==> config.mk <==
export PLATFORM = sky130hd
export DESIGN_NAME = pio_input_edge
export DESIGN_NICKNAME = d
export VERILOG_FILES = /design/src/rtl/pio_input_edge.sv
export SDC_FILE = /design/constraint.sdc
export NUM_CORES = 1
export LEC_CHECK = 0
export CORE_AREA = 2 2 105 132
export DETAILED_ROUTE_END_ITERATION = 10
export DIE_AREA = 0 0 107 134
export PLACE_DENSITY = 0.83
export REMOVE_ABC_BUFFERS = 1
export SKIP_CTS_REPAIR_TIMING = 1
export SLEW_MARGIN = 10
export SYNTH_ARGS = -nofsm -noshare
export SYNTH_HDL_FRONTEND = slang
export SYNTH_SLANG_ARGS = --single-unit
==> constraint.sdc <==
create_clock -name clk -period 3 [get_ports clk]
set_input_delay 0.6 -clock clk [delete_from_list [all_inputs] [get_ports clk]]
set_output_delay 0.6 -clock clk [all_outputs]
set_load 0.01 [all_outputs]
==> src/rtl/pio_input_edge.sv <==
// Avalon-MM input PIO: per-bit synchroniser, debounce filter,
// sticky edge capture with interrupt mask and level IRQ.
module pio_input_edge #(
  parameter int WIDTH           = 10,
  parameter int DEBOUNCE_CYCLES = 1000,
  parameter int EDGE_TYPE       = 2
) (
  input  logic             clk,
  input  logic             reset_n,
  input  logic [1:0]       address,
  input  logic             chipselect,
  input  logic             write_n,
  input  logic [31:0]      writedata,
  output logic [31:0]      readdata,
  input  logic [WIDTH-1:0] in_port,
  output logic             irq
);

  localparam int CW = $clog2(DEBOUNCE_CYCLES) + 1;
  localparam logic [CW-1:0] CNT_MAX = CW'(DEBOUNCE_CYCLES - 1);

  logic [WIDTH-1:0]         sync1_q, sync2_q;
  logic [WIDTH-1:0]         stable_q, stable_d;
  logic [WIDTH-1:0][CW-1:0] cnt_q, cnt_d;
  logic [WIDTH-1:0]         irqmask_q, irqmask_d;
  logic [WIDTH-1:0]         edgecap_q, edgecap_d;
  logic [31:0]              readdata_q, readdata_d;
  logic                     irq_q, irq_d;

  logic [WIDTH-1:0] rise, fall, evt, clr;
  logic             wr_en;
  logic             unused_wdata;

  assign unused_wdata = ^writedata;
  assign wr_en = chipselect & ~write_n;

  // Debounce: a bit must differ from stable for DEBOUNCE_CYCLES edges
  always_comb begin
    stable_d = stable_q;
    cnt_d    = cnt_q;
    for (int i = 0; i < WIDTH; i++) begin
      if (sync2_q[i] == stable_q[i]) begin
        cnt_d[i] = '0;
      end else if (cnt_q[i] == CNT_MAX) begin
        stable_d[i] = sync2_q[i];
        cnt_d[i]    = '0;
      end else begin
        cnt_d[i] = cnt_q[i] + 1'b1;
      end
    end
  end

  always_comb begin
    rise = stable_d & ~stable_q;
    fall = ~stable_d & stable_q;
    if (EDGE_TYPE == 0)      evt = rise;
    else if (EDGE_TYPE == 1) evt = fall;
    else                     evt = rise | fall;
  end

  // New events override a simultaneous write-1-to-clear
  always_comb begin
    irqmask_d = irqmask_q;
    clr       = '0;
    if (wr_en) begin
      unique case (address)
        2'd2:    irqmask_d = writedata[WIDTH-1:0];
        2'd3:    clr       = writedata[WIDTH-1:0];
        default: ;
      endcase
    end
    edgecap_d = (edgecap_q & ~clr) | evt;
    irq_d     = |(edgecap_q & irqmask_q);
  end

  always_comb begin
    readdata_d = '0;
    unique case (address)
      2'd0:    readdata_d = 32'(stable_q);
      2'd2:    readdata_d = 32'(irqmask_q);
      2'd3:    readdata_d = 32'(edgecap_q);
      default: readdata_d = '0;
    endcase
  end

  always_ff @(posedge clk or negedge reset_n) begin
    if (!reset_n) begin
      sync1_q    <= '0;
      sync2_q    <= '0;
      stable_q   <= '0;
      cnt_q      <= '0;
      irqmask_q  <= '0;
      edgecap_q  <= '0;
      readdata_q <= '0;
      irq_q      <= 1'b0;
    end else begin
      sync1_q    <= in_port;
      sync2_q    <= sync1_q;
      stable_q   <= stable_d;
      cnt_q      <= cnt_d;
      irqmask_q  <= irqmask_d;
      edgecap_q  <= edgecap_d;
      readdata_q <= readdata_d;
      irq_q      <= irq_d;
    end
  end

  assign readdata = readdata_q;
  assign irq      = irq_q;

endmodule

[Word-level counts from Yosys, hierarchy flattened]
Index checks and enable logic that the tools add are counted.
Storage, ports and cells
  bits in registers: 193
  latch bits: 0
  bits in writable memories: 0
  ROM bits: 0
  bits of input ports: 48
  output and inout bits: 33
  word-level logic and storage cells: 106
  memories: 0
Cells by class
  add/sub/neg operators: 10
  multipliers: 0
  div/mod/pow operators: 0
  order comparisons: 0
  equal/unequal tests: 22
  shift operators: 0
  muxes and demuxes: 43
  bitwise operators: 11
  reductions and logical operators: 3
Operators with widths (count)
  2-to-1 mux 11 bit: 20
  adder 11 x 1 -> 11 bit, second input constant: 10
  equality test 11 x 10 -> 1 bit, second input constant: 10
  AND 10 bit: 4
  inverter 10 bit: 3
  case mux 10 bit (3 select lines): 1
  2-to-1 mux 1 bit: 20
  2-to-1 mux 10 bit: 2
  OR 10 bit: 2
  equality test 1 bit: 10
  OR reduction 10 bit: 1
  equality test 2 bit, second input constant: 2
  logical NOT 2 bit: 1
  AND reduction 2 bit: 1
  AND 1 bit: 1
  inverter 1 bit: 1

[Logic depth before layout (Yosys ltp)]
  depth after elaboration: 7
  mapped depth: 6

[Least setup slack after synthesis]
OpenSTA, ideal clock, no wires.
  kind: register to register
  start: reg cnt_q[37] in the netlist's numbering
  end: reg stable_q[3]
  library setup time: 0.125 ns
  arrival time: 1.591 ns
  path slack: 1.284 ns
  stages on the path, launching flop included: 5
  buffers on the path: 0
  cell sequence: dfrtp_1 -> or4b_1 -> or2_4 -> nor2_4 -> mux2_4
On the way
  longest elaborated chain between the ends: 3
RTL lines
  start, declared: RTL line 24  | logic [WIDTH-1:0][CW-1:0] cnt_q, cnt_d;
  start signal, assigned: RTL line 100  | cnt_q <= cnt_d;
  equality test 11 x 10 -> 1 bit: RTL line 44  | end else if (cnt_q[i] == CNT_MAX) begin
  2-to-1 mux 1 bit: RTL line 44
  2-to-1 mux 1 bit: RTL line 42  | if (sync2_q[i] == stable_q[i]) begin
  net stable_d[3]: RTL line 23  | logic [WIDTH-1:0] stable_q, stable_d;
  end signal, assigned: RTL line 99  | stable_q <= stable_d;
  end, declared: RTL line 23
The timed path passes the listed nets, and every way through them passes these cells.
A chain may end at the register's enable or synchronous reset.

==> summary.md <==
| Metric | Value |
|---|---|
| Largest net degree at the start of global routing | `73` |
| Drt via density | `5.72` |
| Placeable Area | `13,100 µm²` |
| Largest cells by area after synthesis | `dfrtp_1 55%, xor2_1 4.9%, nor2_1 4.8%` |
| Post-route ant nets | `0` |
| Yosys reg bits | `171` |
| Clock buffer depth | `2` |
| Die ar. | `14,300 µm²` |
| Top-area cell type share of the netlist area | `54.8%` |
| Initial antenna violation count | `0` |
| First-pass GRT wire length | `25,900 µm` |
| Top cells by count, synth | `171 x dfrtp_1, 100 x nor2_1, 58 x nand3_1, 45 x nand2_1, 44 x xor2_1` |
| Ys Warns | `0` |
| Distinct cells, synth | `55` |
| Synth-to-Final Area Change | `14.0%` |
| Final period util | `65.3%` |
| Htree depth | `4` |
| Peak supply drop | `0.000371 V` |
| Nets | `840` |
| Period minus WS final | `1960 ps` |
| Most frequently used flop master after synthesis | `dfrtp_1` |
| Leakage | `3.87 nW` |
| I/O Pins | `81` |
| Total congestion overflow | `0` |
| Count leader, synth | `dfrtp_1` |
| Unrepaired setup endpoints after global routing | `false` |
| Required time of the critical path | `3290 ps` |
| Skew-Pair Late Insertion Delay | `430 ps` |
| Mapped Cells | `730` |
| Final Slew Violations | `0` |
| Max Cap Violations | `0` |
| N_diodes | `0` |
| Cell type with the highest aggregate area in the netlist | `dfrtp_1` |
| Worst EP arrival | `2250 ps` |
| CP Max Fanout | `7` |
| Placed cell areas | `8320 µm²` |
| Layout cells sized above 1 | `9.69%` |
| CTS clk-pin slew, worst paths | `70 ps` |
| Routability Congestion | `0.924` |
| Pwr per Cell Area | `555 nW/µm²` |
| GRT busiest layer | `met2` |
| DR iter-0 viols | `280` |
| Die X | `107 µm` |
| Tightest Pin Transition | `657 ps` |
| Drt wl/cell | `15.8 µm` |
| Die H | `134 µm` |
| Residual DRC | `0` |
| Max_slew headroom | `56.2%` |
| Setup CP Type | `register to register` |
| Rows | `47` |
| Clock sinks | `171` |
| Met1 GRT Util | `27.7%` |
| CP Launch Type | `register` |
| WL final | `15,300 µm` |
| Buffers on Ports | `36` |
| Outcome | `completed` |
| Hold WC Path Type | `input port to async pin` |
| Hold Fails Final Rpt | `0` |
| Worst Skew | `6.63 ps` |
| Met3 usage | `6.61%` |
| Syn Area/Cell | `10.7 µm²` |
| Total Routing Usage GR | `23.0%` |
| Final instance area | `8890 µm²` |
| FILL cells | `927` |
| Syn Std Cell Area | `7800 µm²` |
| CTS Root Cell | `clkbuf_16` |
| Setup-failing EPs final | `0` |
| Setup TNS Final | `0 ps` |
| Dpl hpwl | `10,400 µm` |
| Met2 usage | `39.1%` |
| Sequential share of the synthesized area | `54.8%` |
| Asr flop ratio synth | `100%` |
| Via count | `5,530` |
| Number of global-route vias before repair | `5,608` |
| Post-synth EDFFs | `0` |
| First-pass iteration count of the detailed router | `5` |
| Achievable Freq | `0.511 GHz` |
| Starting Density | `59.5%` |
| Crit end category | `register` |
| Num CTS Buffers | `17` |
| CTS tree | `built` |
[final cells by class]
type                            instances  area [µm²]  share of cell area (%)
Timing Repair Buffer                   41         424                    4.77
Multi-Input combinational cell        534        3340                    37.6
Tap cell                              171         214                    2.41
Inverter                               17        63.8                   0.717
Clock buffer                           19         453                    5.09
Sequential cell                       171        4280                    48.1
Clock inverter                         13         120                    1.35
[power breakdown]
part	switching, mW	internal (mW)
sequential	0.0980	2.41
clock	0.908	1.19
combinational	0.178	0.152
total	1.18	3.75
[final timing paths]
| kind | from | endpoint | slack [ps] | cells after the start |
|---|---|---|---|---|
| worst max-delay path | cnt_q[66] | cnt_q[73] | 1040 | 5 |
| worst min-delay path | reset_n | sync1_q[5] | 160 | 1 |
| worst max register to register | cnt_q[66] | cnt_q[73] | 1040 | 5 |
| worst min register to register | sync1_q[8] | sync2_q[8] | 350 | 0 |
| max in group asynchronous | reset_n | cnt_q[105] | 2130 | 2 |
| min in group clk | sync1_q[8] | sync2_q[8] | 350 | 0 |
[cells in the final DEF, fill, tap and decap left out, types with 7 or more instances in the layout]
| master | n |
|---|---|
| nand4_1 | 23 |
| ha_1 | 10 |
| clkbuf_16 | 17 |
| a21oi_1 | 17 |
| or2_2 | 7 |
| and3_1 | 19 |
| xnor2_1 | 37 |
| mux2_2 | 19 |
| nor3_1 | 7 |
| dfrtp_1 | 171 |
| conb_1 | 22 |
| or3_1 | 12 |
| nand2_1 | 45 |
| clkdlybuf4s50_1 | 35 |
| nand3_1 | 58 |
| and4_1 | 8 |
| o21ai_0 | 27 |
| mux2i_1 | 10 |
| inv_1 | 17 |
| nor2_1 | 100 |
| a31oi_1 | 9 |
| xor2_1 | 44 |
[layer usage]
metal / routed length [µm] / share of wire, % / vias up
met5: 0 / 0 / -
met4: 362 / 2.4 / 0
met3: 471 / 3.1 / 32
met2: 7960 / 52 / 128
met1: 6470 / 42 / 2722
li1: - / - / 2648
[cells by family after synthesis]
kind of cell / after synthesis / share of synthesized area (%)
xor+xnor: 81 / 9.09
fa+ha+maj: 10 / 1.60
mux: 30 / 4.22
other cells: 1 / 0.0480
simple gates: 299 / 19.0
compound gates: 92 / 7.87
buf+inv: 46 / 3.38
flops: 171 / 54.8
[sequential cells by signal, indices dropped and copies added (netlist names)]
name / flops
cnt_q: 110
readdata: 10
stable_q: 10
irqmask_q: 10
sync2_q: 10
irq: 1
sync1_q: 10
edgecap_q: 10
[stage by stage]
| stage | util, % | hold WS, ps | setup WS (ps) | total power [mW] | instances |
|---|---|---|---|---|---|
| detailed placement | 63.5 | 336 | 752 | 2.88 | 934 |
| finish | 67.8 | 157 | 1040 | 4.93 | 966 |
| floorplan | - | 304 | 1280 | 2.68 | 722 |
| CTS | 67.8 | 182 | 1020 | 4.98 | 966 |
| global route | 67.8 | 213 | 945 | 5.12 | 966 |
| global placement | 63.5 | 334 | 788 | 2.86 | 934 |
[critical path: stages (launching register included)]
cell,delay [ps]
dfrtp_1,430
ha_1,280
nand4b_1,120
or3_1,390
o21ai_1,480
nor2_1,120
(Power assumes the default switching activity.)
